===== config.mk =====
export PLATFORM = sky130hd
export DESIGN_NAME = vliw_hazard_fwd_unit
export DESIGN_NICKNAME = d
export VERILOG_FILES = /design/src/rtl/vliw_pkg.sv /design/src/rtl/vliw_fwd_select.sv /design/src/rtl/vliw_hazard_fwd_unit.sv
export SDC_FILE = /design/constraint.sdc
export NUM_CORES = 1
export LEC_CHECK = 0
export CAP_MARGIN = 5
export CORE_MARGIN = 5
export CORE_UTILIZATION = 55
export CTS_BUF_LIST = sky130_fd_sc_hd__clkbuf_2
export CTS_CLUSTER_DIAMETER = 60
export DETAILED_ROUTE_END_ITERATION = 10
export PLACE_DENSITY = 0.89
export SLEW_MARGIN = 25
export SYNTH_ARGS = -nofsm -noshare
export SYNTH_HDL_FRONTEND = slang
export SYNTH_HIERARCHICAL = 1
export SYNTH_SLANG_ARGS = --single-unit

===== constraint.sdc =====
create_clock -name clk -period 3.8 [get_ports clk]
set_input_delay 0.57 -clock clk [delete_from_list [all_inputs] [get_ports clk]]
set_output_delay 0.57 -clock clk [all_outputs]
set_load 0.05 [all_outputs]

===== src/rtl/vliw_pkg.sv =====
// Shared types for the VLIW hazard/forwarding unit: tracker entries, forward selects, stage indices.
// Optional feature macro: VLIW_HDU_ZERO_REG_EN (register 0 hard-wired to zero).
package vliw_pkg;

    // Widest register index and select fields carried in the shared structs.
    localparam int REG_AW_MAX = 8;
    localparam int SEL_W_MAX  = 4;

    localparam logic [1:0] STG_EX  = 2'd0;
    localparam logic [1:0] STG_MEM = 2'd1;
    localparam logic [1:0] STG_WB  = 2'd2;

    typedef struct packed {
        logic                  valid;
        logic [REG_AW_MAX-1:0] dreg;
        logic                  is_load;
    } trk_entry_t;

    typedef struct packed {
        logic                 hit;
        logic [SEL_W_MAX-1:0] stage;
        logic [SEL_W_MAX-1:0] lane;
    } fwd_sel_t;

    function automatic int idx_w(input int n);
        return (n > 1) ? $clog2(n) : 1;
    endfunction

endpackage


===== src/rtl/vliw_fwd_select.sv =====
// Priority match of one source operand against every in-flight tracker entry.
// Optional feature macro: VLIW_HDU_ZERO_REG_EN (operands naming r0 never match).
module vliw_fwd_select
    import vliw_pkg::*;
#(
    parameter int LANES  = 2,
    parameter int STAGES = 3,
    parameter int REG_AW = 3
) (
    input  logic                            src_valid,
    input  logic [REG_AW-1:0]               src_reg,
    input  trk_entry_t [STAGES*LANES-1:0]   entries,
    output fwd_sel_t                        sel,
    output logic                            load_hazard
);

    logic                 op_en;
    logic                 found;
    logic                 win_load;
    logic [SEL_W_MAX-1:0] win_s;
    logic [SEL_W_MAX-1:0] win_m;

`ifdef VLIW_HDU_ZERO_REG_EN
    assign op_en = src_valid && (src_reg != '0);
`else
    assign op_en = src_valid;
`endif

    // Oldest stage scanned first so younger stages, and later lanes within a stage, overwrite.
    always_comb begin
        found    = 1'b0;
        win_load = 1'b0;
        win_s    = '0;
        win_m    = '0;
        for (int s = STAGES - 1; s >= 0; s--) begin
            for (int m = 0; m < LANES; m++) begin
                if (op_en && entries[s*LANES+m].valid &&
                    entries[s*LANES+m].dreg == REG_AW_MAX'(src_reg)) begin
                    found    = 1'b1;
                    win_load = entries[s*LANES+m].is_load;
                    win_s    = SEL_W_MAX'(s);
                    win_m    = SEL_W_MAX'(m);
                end
            end
        end
    end

    // A load still in EX has no data yet: report a hazard instead of a forward.
    always_comb begin
        load_hazard = found && (win_s == SEL_W_MAX'(STG_EX)) && win_load;
        sel.hit     = found && !load_hazard;
        sel.stage   = sel.hit ? win_s : '0;
        sel.lane    = sel.hit ? win_m : '0;
    end

endmodule


===== src/rtl/vliw_hazard_fwd_unit.sv =====
// Multi-lane hazard detection and forwarding control: in-flight write tracker, load-use stall, stall counter.
// Optional feature macro: VLIW_HDU_ZERO_REG_EN (register 0 hard-wired to zero).
module vliw_hazard_fwd_unit
    import vliw_pkg::*;
#(
    parameter int LANES  = 2,
    parameter int SRCS   = 2,
    parameter int NREGS  = 8,
    parameter int STAGES = 3,
    parameter int CNT_W  = 16,
    localparam int REG_AW = $clog2(NREGS),
    localparam int STG_W  = idx_w(STAGES),
    localparam int LANE_W = idx_w(LANES)
) (
    input  logic                          clk,
    input  logic                          reset,
    input  logic [LANES-1:0]              issue_valid,
    input  logic [LANES-1:0]              dst_we,
    input  logic [LANES-1:0]              dst_is_load,
    input  logic [LANES*REG_AW-1:0]       dst_reg,
    input  logic [LANES*SRCS-1:0]         src_valid,
    input  logic [LANES*SRCS*REG_AW-1:0]  src_reg,
    input  logic                          flush,
    output logic [LANES*SRCS-1:0]         fwd_hit,
    output logic [LANES*SRCS*STG_W-1:0]   fwd_stage,
    output logic [LANES*SRCS*LANE_W-1:0]  fwd_lane,
    output logic                          stall,
    output logic                          pc_write,
    output logic                          ifid_write,
    output logic [CNT_W-1:0]              stall_count
);

    localparam int NOPS = LANES * SRCS;

    trk_entry_t [STAGES*LANES-1:0] trk_q;
    trk_entry_t [LANES-1:0]        ent_d;
    fwd_sel_t                      sel [NOPS];
    logic [NOPS-1:0]               op_hazard;
    logic                          unused_sel;

    for (genvar i = 0; i < NOPS; i++) begin : g_op
        vliw_fwd_select #(
            .LANES  (LANES),
            .STAGES (STAGES),
            .REG_AW (REG_AW)
        ) u_sel (
            .src_valid   (src_valid[i]),
            .src_reg     (src_reg[i*REG_AW +: REG_AW]),
            .entries     (trk_q),
            .sel         (sel[i]),
            .load_hazard (op_hazard[i])
        );
        assign fwd_hit[i]                      = sel[i].hit;
        assign fwd_stage[i*STG_W +: STG_W]     = sel[i].stage[STG_W-1:0];
        assign fwd_lane[i*LANE_W +: LANE_W]    = sel[i].lane[LANE_W-1:0];
    end

    always_comb begin
        unused_sel = 1'b0;
        for (int i = 0; i < NOPS; i++) begin
            unused_sel = unused_sel ^ (^{sel[i].stage, sel[i].lane});
        end
    end

    // A flush squashes the held bundle, so it also cancels the stall.
    assign stall      = (|op_hazard) && !flush;
    assign pc_write   = !stall;
    assign ifid_write = !stall;

    always_comb begin
        ent_d = '0;
        for (int m = 0; m < LANES; m++) begin
            ent_d[m].valid   = issue_valid[m] && dst_we[m] && !stall && !flush;
`ifdef VLIW_HDU_ZERO_REG_EN
            if (dst_reg[m*REG_AW +: REG_AW] == '0) begin
                ent_d[m].valid = 1'b0;
            end
`endif
            ent_d[m].dreg    = REG_AW_MAX'(dst_reg[m*REG_AW +: REG_AW]);
            ent_d[m].is_load = dst_is_load[m];
        end
    end

    always_ff @(posedge clk or posedge reset) begin
        if (reset) begin
            trk_q       <= '0;
            stall_count <= '0;
        end else begin
            for (int s = STAGES - 1; s > 0; s--) begin
                for (int m = 0; m < LANES; m++) begin
                    trk_q[s*LANES+m] <= trk_q[(s-1)*LANES+m];
                end
            end
            trk_q[LANES-1:0] <= ent_d;
            if (stall && (stall_count != {CNT_W{1'b1}})) begin
                stall_count <= stall_count + CNT_W'(1);
            end
        end
    end

endmodule

### Word level (Yosys, flattened, before mapping)

Cells that the tools add are included.

* input port bits: 31
* register bits: 46

* add/sub/neg operators: 1
* reduce and logical (&&, ||, !) cells: 79
* eq/ne operators: 25
* multiplexer cells: 100

Operators with widths (count)
* == test 3 bit: 24
* two-way mux 1 bit: 72
* logical AND 1 bit: 68
* two-way mux 2 bit: 28
* adder 16 x 1 -> 16 bit, second input constant: 1
* logical NOT 4 bit: 4
* != test 16 bit, second input constant: 1
* logical NOT 1 bit: 6
* OR reduction 4 bit: 1

### Logic depth before layout (Yosys ltp)

* word-level depth: 16
* depth in mapped cells: 10

### By module

Netlist, hierarchy kept.

Modules (own cells, without submodules)
* vliw_fwd_select: times used 4, cells an instance 65, area each 483.0 sq um, sequential area each 0.0 sq um
* vliw_hazard_fwd_unit: times used 1, cells an instance 115, area each 1617.8 sq um, sequential area each 1151.1 sq um

### Worst setup path before layout

No wires, ideal clock.

* path type: input to register
* start point: in src_reg[5]
* end point: reg stall_count[1]
* data arrival time: 3.379 ns
* stages: 10
* buffers on the path: 1
* path slack: 0.296 ns
* cell sequence: buf_2 -> xor2_1 -> nor4_1 -> inv_1 -> mux2_1 -> nor4_2 -> or2_2 -> inv_1 -> and2_4 -> mux2_4

* longest elaborated chain between the ends: 14
* elaborated cells between the ends (all ways): 36
* classes of those cells: eq/ne: 6; mux: 18; reduce/logical: 12

RTL lines
* start, declared: line vliw_hazard_fwd_unit.sv:22 `input logic [LANES*SRCS*REG_AW-1:0] src_reg,`
* == test 3 bit: line vliw_fwd_select.sv:38 `entries[s*LANES+m].dreg == REG_AW_MAX'(src_reg)) begin`
* logical AND 1 bit: line vliw_fwd_select.sv:37 `if (op_en && entries[s*LANES+m].valid &&`
* two-way mux 2 bit (6 in series): line vliw_fwd_select.sv:37
* logical NOT 4 bit: line vliw_fwd_select.sv:50 `load_hazard = found && (win_s == SEL_W_MAX'(STG_EX)) && win_load;`
* logical AND 1 bit: line vliw_fwd_select.sv:50
* logical AND 1 bit (*): line vliw_fwd_select.sv:50
* via op_hazard[1]: line vliw_hazard_fwd_unit.sv:38 `logic [NOPS-1:0] op_hazard;`
* OR reduction 4 bit (*): line vliw_hazard_fwd_unit.sv:66 `assign stall = (|op_hazard) && !flush;`
* logical AND 1 bit (*): line vliw_hazard_fwd_unit.sv:66
* via stall: line vliw_hazard_fwd_unit.sv:27 `output logic stall,`
* logical AND 1 bit (*): line vliw_hazard_fwd_unit.sv:95 `if (stall && (stall_count != {CNT_W{1'b1}})) begin`
* end signal, assigned: line vliw_hazard_fwd_unit.sv:96 `stall_count <= stall_count + CNT_W'(1);`
* end, declared: line vliw_hazard_fwd_unit.sv:30 `output logic [CNT_W-1:0] stall_count`

The timed path passes the listed nets; every way through them passes the cells marked *.
A chain may end at the register's enable or synchronous reset.

### Worst setup path in the final report

* start point: in src_reg[1]
* end point: out stall

* longest elaborated chain between the ends: 13
* elaborated cells between the ends (all ways): 35
* classes of those cells: eq/ne: 6; mux: 18; reduce/logical: 11

RTL lines (line)
* == test 3 bit: vliw_fwd_select.sv:38
* logical AND 1 bit: vliw_fwd_select.sv:37
* two-way mux 2 bit (6 in series): vliw_fwd_select.sv:37
* logical NOT 4 bit: vliw_fwd_select.sv:50
* logical AND 1 bit: vliw_fwd_select.sv:50
* logical AND 1 bit (*): vliw_fwd_select.sv:50
* via op_hazard[0]: vliw_hazard_fwd_unit.sv:38
* OR reduction 4 bit (*): vliw_hazard_fwd_unit.sv:66
* logical AND 1 bit (*): vliw_hazard_fwd_unit.sv:66
* end, declared: vliw_hazard_fwd_unit.sv:27

Marked as above.

==> reports/metrics.yaml <==
fin_setup_tns_ps: 0
tritoncts: "built"
finalCritPeriodShare: 0.947
drt-initial-drc-count: 221
cpMostUsedCell: "buf_4"
cts_max_path_buffers: 2
clkTransAtPathRegs_ps: 200
p_total_uw: 935
yosys_warnings: 6
root_buffer: "clkbuf_2"
final_cells: 621
grt_overflow: 0
r2r_setup_slack_ps: 900
die-area_um2: 7620
vdd_ir_drop_max_mv: 0.198
worstPathMaxFanout: 6
gp_congestion: 0.925
vias: 3151
hpwl_um: 7840
antennaDiodeCount: 0
fin_area_um2: 4700
drv_slew: 0
postSynthAreaPerCell_um2: 9.47
rows: 28
maxCapViolCount: 0
path_class: "in -> out"
antenna_found_initial: 0
crit_required_ps: 3230
numClockSinks: 42
postRouteAntennaNets: 0
avgViaCountPerCell: 5.07
die_h_um: 87.3
critical_path.startpoint: "src_reg[1]"
finClkSkew_ps: 13.4
outcome: "finished clean"
finalHoldViolations: 0
critical_path.cell_chain: "clkdlybuf4s50_1 > buf_4 > xor2_1 > or4_4 > nor2_1 > mux2_1 > nor4_2 > or2_2 > inv_1 > buf_4"
timing.rr.start: "trk_q[2]"
synthCells: 347
wl_per_cell_um: 16.0
io_pins: 66
fin_crit_ps: 3600
setup_violations: 0
slowest_delay_ps: 570
dpl_cell_area_um2: 4630
cts_setup_buffers: 0
start_util: 0.561
grtUsageTotal: 0.271
wl_um: 9910
dp_cells: 613
p_leak_nw: 2.16
dr.pass1.iters: 4
clock.fmax_ghz: 0.278
areaGrowthSynthToFinish_pct: 43.1
syn_area_um2: 3280
r2r_cells: 10
holdBufCountCts: 0
grt_max_degree: 43
end_kind: "primary output"
dieWidth_um: 87.3
port_buffers: 65
max_slew_margin: 0.650
tightest_slew_ps: 525
critPathSlowestCell: "or4_4"
grt_pass1_wl_um: 15700
hold_class: "in -> async"
ctsHtreeMaxLevel: 2
core_area_um2: 5850
rsz0062_at_grt: "false"
power.density_nw_per_um2: 199
drc: 0
drive_gt1_frac: 0.150
grt_pass1_vias: 3277
worstSkewPairLatency_ps: 420
crit_path_start_kind: "input pin"
layout.nets: 577
cts_made_buffers: 5
r2r-end: "stall_count[13]"
crit_arrival_ps: 3030
registers in the layout, indices dropped and copies added, names as in the netlist:
register and cells:
stall_count 16, trk_q 26
how the worst max path moves through the flow:
stage,endpoint,slack (ps),cells after the start
2_1_floorplan,stall_count[1],300,10
3_3_place_gp,stall,260,10
3_5_place_dp,stall,200,10
4_1_cts,stall,140,9
5_1_grt,stall,70,9
6_report,stall,200,10
through the flow:
step / util / setup WS, ps / hold WS [ps]
floorplan: - / 296 / 415
global placement: 0.791 / 260 / 517
detailed placement: 0.791 / 200 / 529
CTS: 0.802 / 143 / 550
global route: 0.803 / 69.1 / 532
finish: 0.803 / 201 / 560
report_power, final:
group	switching, mW	leakage, nW	internal (mW)
Combinational	0.0956	1.59	0.0796
Sequential	0.0371	0.532	0.461
Clock	0.148	0.0392	0.114
Total	0.281	2.16	0.654
cells in the final DEF (no fill, tap or decap), drive strengths merged, types with 3 or more instances in the layout:
cell type	n
xnor2	6
nand4	28
a21oi	9
nor2b	5
or4	13
buf	40
inv	11
conb	120
mux2	7
xor2	74
nand2b	4
nor3b	4
o21a	3
clkbuf	6
o41a	4
nor3	24
clkdlybuf4s50	46
nor2	34
o21ai	4
and3	7
nand3	15
a311o	4
dfrtp	42
nor4	12
nand2	13
worst max-delay path, delay by kind of cell:
kind / cells / cell delay, ps
XOR/XNOR: 1 / 160
buffers and inverters: 4 / 1020
multiplexers: 1 / 170
AND/OR/NAND/NOR: 4 / 1110
area by class of cell:
type	instances	area, um2
Multi-Input combinational cell	399	2520
Fill cell	385	1150
Sequential cell	42	1050
Timing Repair Buffer	86	923
Tap cell	75	93.8
Inverter	11	41.3
Clock inverter	2	37.5
Clock buffer	6	30.0
routing by layer:
layer / routed length (um) / share of wire / GRT usage
met1: 3800 / 0.38 / 0.333
met2: 5010 / 0.51 / 0.471
met3: 776 / 0.078 / 0.0473
met4: 318 / 0.032 / 0.102
met5: 0 / 0 / 0
timing repair:
| item | 4_1_cts | 5_1_grt |
|---|---|---|
| endpoints found under the hold margin | 0 | 0 |
| gates resized for setup | 0 | 1 |
| setup endpoints to repair | 0 | 1 |
(Power assumes the default switching activity.)
